[src/rtl/sd_sector_arbiter.sv]
// sd_sector_arbiter: shares one SD sector-read engine between the cache-fill
// port (0) and the host loader port (1), forwarding the returned sector
// bytes tagged with the owning port and reporting per-transfer status.
module sd_sector_arbiter #(
  parameter int unsigned TIMEOUT_CYCLES = 2_000_000,
  parameter int unsigned MAX_STREAK     = 4,
  parameter int unsigned LBA_W          = 32
) (
  input  logic             clk,
  input  logic             rst,
  input  logic             sd_present,
  input  logic             req0_valid,
  input  logic [LBA_W-1:0] req0_lba,
  output logic             req0_ready,
  input  logic             req1_valid,
  input  logic [LBA_W-1:0] req1_lba,
  output logic             req1_ready,
  output logic             eng_cmd_valid,
  output logic [LBA_W-1:0] eng_cmd_lba,
  input  logic             eng_cmd_ready,
  input  logic             eng_data_valid,
  input  logic [7:0]       eng_data,
  input  logic             eng_done,
  input  logic             eng_err,
  output logic             eng_abort,
  output logic             out_valid,
  output logic [7:0]       out_data,
  output logic             out_last,
  output logic             out_port,
  output logic             done_valid,
  output logic             done_err,
  output logic             busy
);

  localparam int unsigned TMR_W        = (TIMEOUT_CYCLES < 1) ? 1 : $clog2(TIMEOUT_CYCLES + 1);
  localparam int unsigned STRK_W       = (MAX_STREAK < 1) ? 1 : $clog2(MAX_STREAK + 1);
  localparam int unsigned CNT_W        = 10;
  localparam int unsigned SECTOR_BYTES = 512;

  typedef enum logic [1:0] {
    ST_IDLE   = 2'd0,
    ST_ISSUE  = 2'd1,
    ST_STREAM = 2'd2,
    ST_ABORT  = 2'd3
  } state_e;

  state_e             state_q, state_d;
  logic [STRK_W-1:0]  streak_q, streak_d;
  logic [CNT_W-1:0]   byte_cnt_q, byte_cnt_d;
  logic [TMR_W-1:0]   timer_q, timer_d;
  logic               overrun_q, overrun_d;
  logic [LBA_W-1:0]   lba_q, lba_d;
  logic               port_q, port_d;
  logic               hold_q, hold_d;
  logic               req0_ready_q, req0_ready_d;
  logic               req1_ready_q, req1_ready_d;
  logic               cmd_valid_q, cmd_valid_d;
  logic               abort_q, abort_d;
  logic               out_valid_q, out_valid_d;
  logic [7:0]         out_data_q, out_data_d;
  logic               out_last_q, out_last_d;
  logic               done_valid_q, done_valid_d;
  logic               done_err_q, done_err_d;
  logic               busy_q, busy_d;

  logic               timeout_c;
  logic               abort_req_c;
  logic               grant_ok_c;
  logic               pick1_c;
  logic [TMR_W-1:0]   timer_inc_c;

  // Arbitration, timeout and stream-accounting helpers.
  always_comb begin
    timeout_c   = (timer_q >= TMR_W'(TIMEOUT_CYCLES));
    abort_req_c = timeout_c | ~sd_present;
    timer_inc_c = timeout_c ? timer_q : timer_q + TMR_W'(1);
    // Two quiet cycles after every done pulse before the next grant is sampled.
    grant_ok_c  = sd_present & ~done_valid_q & ~hold_q;
    pick1_c     = req1_valid & (~req0_valid | (streak_q == STRK_W'(MAX_STREAK)));
  end

  // Next-state and registered-output logic.
  always_comb begin
    state_d      = state_q;
    streak_d     = streak_q;
    byte_cnt_d   = byte_cnt_q;
    timer_d      = timer_q;
    overrun_d    = overrun_q;
    lba_d        = lba_q;
    port_d       = port_q;
    hold_d       = done_valid_q;
    req0_ready_d = 1'b0;
    req1_ready_d = 1'b0;
    out_valid_d  = 1'b0;
    out_data_d   = out_data_q;
    out_last_d   = 1'b0;
    done_valid_d = 1'b0;
    done_err_d   = 1'b0;

    unique case (state_q)
      ST_IDLE: begin
        if (grant_ok_c && (req0_valid || req1_valid)) begin
          state_d    = ST_ISSUE;
          timer_d    = TMR_W'(1);
          byte_cnt_d = '0;
          overrun_d  = 1'b0;
          if (pick1_c) begin
            port_d       = 1'b1;
            lba_d        = req1_lba;
            req1_ready_d = 1'b1;
            streak_d     = '0;
          end else begin
            port_d       = 1'b0;
            lba_d        = req0_lba;
            req0_ready_d = 1'b1;
            streak_d     = req1_valid ? streak_q + STRK_W'(1) : '0;
          end
        end
      end

      ST_ISSUE: begin
        timer_d = timer_inc_c;
        if (eng_done) begin
          // Engine finished before accepting a command: no data, so a failure.
          done_valid_d = 1'b1;
          done_err_d   = 1'b1;
          state_d      = ST_IDLE;
          timer_d      = '0;
        end else if (abort_req_c) begin
          state_d = ST_ABORT;
        end else if (eng_cmd_ready) begin
          state_d    = ST_STREAM;
          byte_cnt_d = '0;
        end
      end

      ST_STREAM: begin
        timer_d = timer_inc_c;
        if (eng_data_valid) begin
          if (byte_cnt_q == CNT_W'(SECTOR_BYTES)) begin
            overrun_d = 1'b1;
          end else begin
            out_valid_d = 1'b1;
            out_data_d  = eng_data;
            out_last_d  = (byte_cnt_q == CNT_W'(SECTOR_BYTES - 1));
            byte_cnt_d  = byte_cnt_q + CNT_W'(1);
          end
        end
        // A byte arriving with done is already counted in byte_cnt_d.
        if (eng_done) begin
          done_valid_d = 1'b1;
          done_err_d   = eng_err | overrun_d | (byte_cnt_d != CNT_W'(SECTOR_BYTES));
          state_d      = ST_IDLE;
          timer_d      = '0;
        end else if (abort_req_c) begin
          state_d = ST_ABORT;
        end
      end

      ST_ABORT: begin
        if (eng_done) begin
          done_valid_d = 1'b1;
          done_err_d   = 1'b1;
          state_d      = ST_IDLE;
          timer_d      = '0;
        end
      end

      default: state_d = ST_IDLE;
    endcase

    cmd_valid_d = (state_d == ST_ISSUE);
    abort_d     = (state_d == ST_ABORT);
    busy_d      = (state_d != ST_IDLE);
  end

  // State register.
  always_ff @(posedge clk) begin
    if (!rst) state_q <= ST_IDLE;
    else      state_q <= state_d;
  end

  // Datapath and output registers.
  always_ff @(posedge clk) begin
    if (!rst) begin
      streak_q     <= '0;
      byte_cnt_q   <= '0;
      timer_q      <= '0;
      overrun_q    <= 1'b0;
      lba_q        <= '0;
      port_q       <= 1'b0;
      hold_q       <= 1'b0;
      req0_ready_q <= 1'b0;
      req1_ready_q <= 1'b0;
      cmd_valid_q  <= 1'b0;
      abort_q      <= 1'b0;
      out_valid_q  <= 1'b0;
      out_data_q   <= '0;
      out_last_q   <= 1'b0;
      done_valid_q <= 1'b0;
      done_err_q   <= 1'b0;
      busy_q       <= 1'b0;
    end else begin
      streak_q     <= streak_d;
      byte_cnt_q   <= byte_cnt_d;
      timer_q      <= timer_d;
      overrun_q    <= overrun_d;
      lba_q        <= lba_d;
      port_q       <= port_d;
      hold_q       <= hold_d;
      req0_ready_q <= req0_ready_d;
      req1_ready_q <= req1_ready_d;
      cmd_valid_q  <= cmd_valid_d;
      abort_q      <= abort_d;
      out_valid_q  <= out_valid_d;
      out_data_q   <= out_data_d;
      out_last_q   <= out_last_d;
      done_valid_q <= done_valid_d;
      done_err_q   <= done_err_d;
      busy_q       <= busy_d;
    end
  end

  assign req0_ready    = req0_ready_q;
  assign req1_ready    = req1_ready_q;
  assign eng_cmd_valid = cmd_valid_q;
  assign eng_cmd_lba   = lba_q;
  assign eng_abort     = abort_q;
  assign out_valid     = out_valid_q;
  assign out_data      = out_data_q;
  assign out_last      = out_last_q;
  assign out_port      = port_q;
  assign done_valid    = done_valid_q;
  assign done_err      = done_err_q;
  assign busy          = busy_q;

endmodule

[config.mk]
export PLATFORM = sky130hd
export DESIGN_NAME = sd_sector_arbiter
export DESIGN_NICKNAME = d
export VERILOG_FILES = /design/src/rtl/sd_sector_arbiter.sv
export SDC_FILE = /design/constraint.sdc
export NUM_CORES = 1
export LEC_CHECK = 0
export CORE_ASPECT_RATIO = 1.4
export CORE_UTILIZATION = 47
export DETAILED_ROUTE_END_ITERATION = 12
export PLACE_DENSITY = 0.83
export REMOVE_ABC_BUFFERS = 1
export SLEW_MARGIN = 20
export SYNTH_ARGS = -nofsm -noshare
export SYNTH_HDL_FRONTEND = slang
export SYNTH_SLANG_ARGS = --single-unit
[constraint.sdc]
create_clock -name clk -period 3.1 [get_ports clk]
set_clock_uncertainty 0.1 [all_clocks]
set_input_delay 0.62 -clock clk [delete_from_list [all_inputs] [get_ports clk]]
set_output_delay 0.62 -clock clk [all_outputs]
set_load 0.005 [all_outputs]
==> run metrics <==
status finished clean; Worst-Skew Late Latency 0.35 ns; Switching Share 0.2411; CP cell instances clkdlybuf4s50_1 > nor3b_4 > a21boi_2 > a211o_1 > buf_4 > or4_1 > a21oi_1; Post-DRT Antenna Nets 0; dpl hpwl 8.607 mm; Root Driver clkbuf_16; initial antenna violation count 0; Mapped Area 4150 um2; Psw 661.6 uW; area grow syn2layout 41.48%; FP Rows 40; CP delay by family, top simple AND/OR/NAND/NOR gates; sequential-to-total area share from yosys stat 0.4245; layout cells sized above 1 0.06156; worst stage delay on the critical path 0.56 ns; Ports 131; Via density 6.062; clock sinks 88; CORE AREA 8558 um2; Layout Cells excl Fill 706; final hold vios 0; WS Path Type input port to register; Mapped Cells 475; Critical Path Source Type input port; Achievable Freq 0.3778 GHz; Ys Warns 0; Final min period 2.647 ns; initial DRC count 366; setup bufs post-CTS 0; Mean Syn Cell Area 8.737 um2; commonest non-fill, non-tap cell in the layout clkdlybuf4s50_1; die height 113.2 um; largest net degree at the start of global routing 36; Finished Core Util 0.6861; clk slew on worst S/H paths 0.06 ns; Final setup viols 0; share of power burned in the clock network 0.398; H-tree levels 3; CTS Hold Bufs 0; Routed WL per cell 16.84 um; global route total overflow 0; RSZ-0062 raised after global routing no; Initial Util 0.4849; number of global-route vias before repair 4,237; GPL Wtd Cong 0.9285; total die area 9216 um2; post-cts sizing count 0; TritonRoute pass-1 iters 5; via count 4,280; most frequent cells in the layout 130 x clkdlybuf4s50_1, 88 x dfxtp_1, 55 x inv_1; Worst Max-Slew Pin Slew 0.6425 ns; worst min path class register to register; combinational fraction of design power 0.162; P_leak 2.304 nW; Buf+Inv Stages, Crit Path 2; placed cells 692; total power 2.744 mW; top area cells in the synthesized netlist dfxtp_1 42%, a222oi_1 7.7%, inv_1 5.0%; design internal power 2.082 mW; drt drc 0; P per Cell Area 467.3 nW/um2; DP Worst Slack 0.1283 ns; CP Max Fanout 24; final wirelength 11.89 mm; Post-synth EDFFs 0; crit end category register; Synth Flop Type dfxtp_1; Slew Limit Headroom 0.5671; Worst EP required 3.27 ns; first-pass GRT wire length 19.14 mm; crit path DAT 2.82 ns; maximum clock path buffer count 2; CTS tree built; Final Net Count 690; GRT Total Usage 0.2684; Synth top area share 0.4245; Max-Cap Viols 0; maximum vdd ir drop 0.3517 mV; setup TNS 0 ns; die width 81.42 um; post-route setup slack 0.4531 ns; Async S/R FF share, synth 0; synthesis-stage register bit count 88; final period utilization 0.8538; Synth area leader dfxtp_1; Filler Cell Count 654; number of buffers added on ports 130; Netlist cell types 54; CTS buffer count 9; Slew Viols, Final 0; ant diodes 0; slowest CP cell clkdlybuf4s50_1; Reg power frac 0.440
power groups by stage:
stage / registers [mW] / logic, mW / clock network [mW]
3_5_place_dp: 1.23 / 0.441 / 0
5_1_grt: 1.21 / 0.479 / 1.15
4_1_cts: 1.21 / 0.444 / 1.11
6_report: 1.21 / 0.445 / 1.09
2_1_floorplan: 1.23 / 0.170 / 0
3_3_place_gp: 1.23 / 0.429 / 0
layer usage:
metal	GRT usage	wire length, um	vias to the layer above
li1	-	-	2017
met2	0.4683	6178	178
met1	0.2928	4591	2056
met4	0.1417	367	0
met5	0	0	-
met3	0.06210	749	29
stage by stage:
| step | cell area, um2 | hold slack [ns] |
|---|---|---|
| 2_1_floorplan | 4031 | 0.3220 |
| 3_3_place_gp | 5577 | 0.3395 |
| 3_5_place_dp | 5577 | 0.3371 |
| 4_1_cts | 5872 | 0.3448 |
| 5_1_grt | 5872 | 0.3658 |
| 6_report | 5872 | 0.3477 |
Yosys cell counts, types with 3 or more instances:
cell type,instances
a21oi_1,25
o21ai_0,12
o2111ai_1,3
or4_1,15
buf_2,8
a22oi_1,7
clkbuf_1,21
or3_1,12
nor3b_1,3
inv_1,55
mux2i_1,8
and3_1,3
o22ai_1,6
nand2_1,27
nand4_1,9
nor2_1,29
o211ai_1,3
nand2b_1,3
nand3_1,19
ha_1,11
a31oi_1,3
dfxtp_1,88
nor3_1,13
a222oi_1,32
o31ai_1,17
and2_1,6
state kept, by name (all words and copies together), names as in the netlist:
register	flops
eng_abort	1
eng_cmd_lba	32
req0_ready	1
timer_q	21
out_data	8
streak_q	3
out_last	1
eng_cmd_valid	1
req1_ready	1
done_err	1
busy	1
overrun_q	1
hold_q	1
out_port	1
out_valid	1
byte_cnt_q	10
done_valid	1
state_q	2
kinds of logic after synthesis:
kind of cell             count (synthesis)  share of synthesized area
adder cells (fa/ha/maj)                 11                    0.03316
multiplexers                            10                    0.02472
XOR/XNOR                                 2                   0.004221
flip-flops                              88                     0.4245
buffers and inverters                   84                    0.07839
AND/OR/NAND/NOR                        150                     0.1960
AO/OA/AOI/OAI                          130                     0.2391
final cells by class:
cell class	instances	area, um2	area share
Tap cell	105	131.4	0.02237
Clock buffer	11	252.7	0.04304
Timing Repair Buffer	141	1396	0.2378
Clock inverter	3	42.54	0.007245
Inverter	55	206.4	0.03516
Sequential cell	88	1762	0.3000
Multi-Input combinational cell	303	2081	0.3544
final timing paths:
path         depth (start not counted)          end        from  slack, ns
min                                  1     out_port    out_port       0.35
max                                  7  timer_q[18]  sd_present       0.45
max reg2reg                          8  timer_q[18]  state_q[0]       0.57
min reg2reg                          1     out_port    out_port       0.35
No activity file was read; power rests on OpenSTA's default activity.
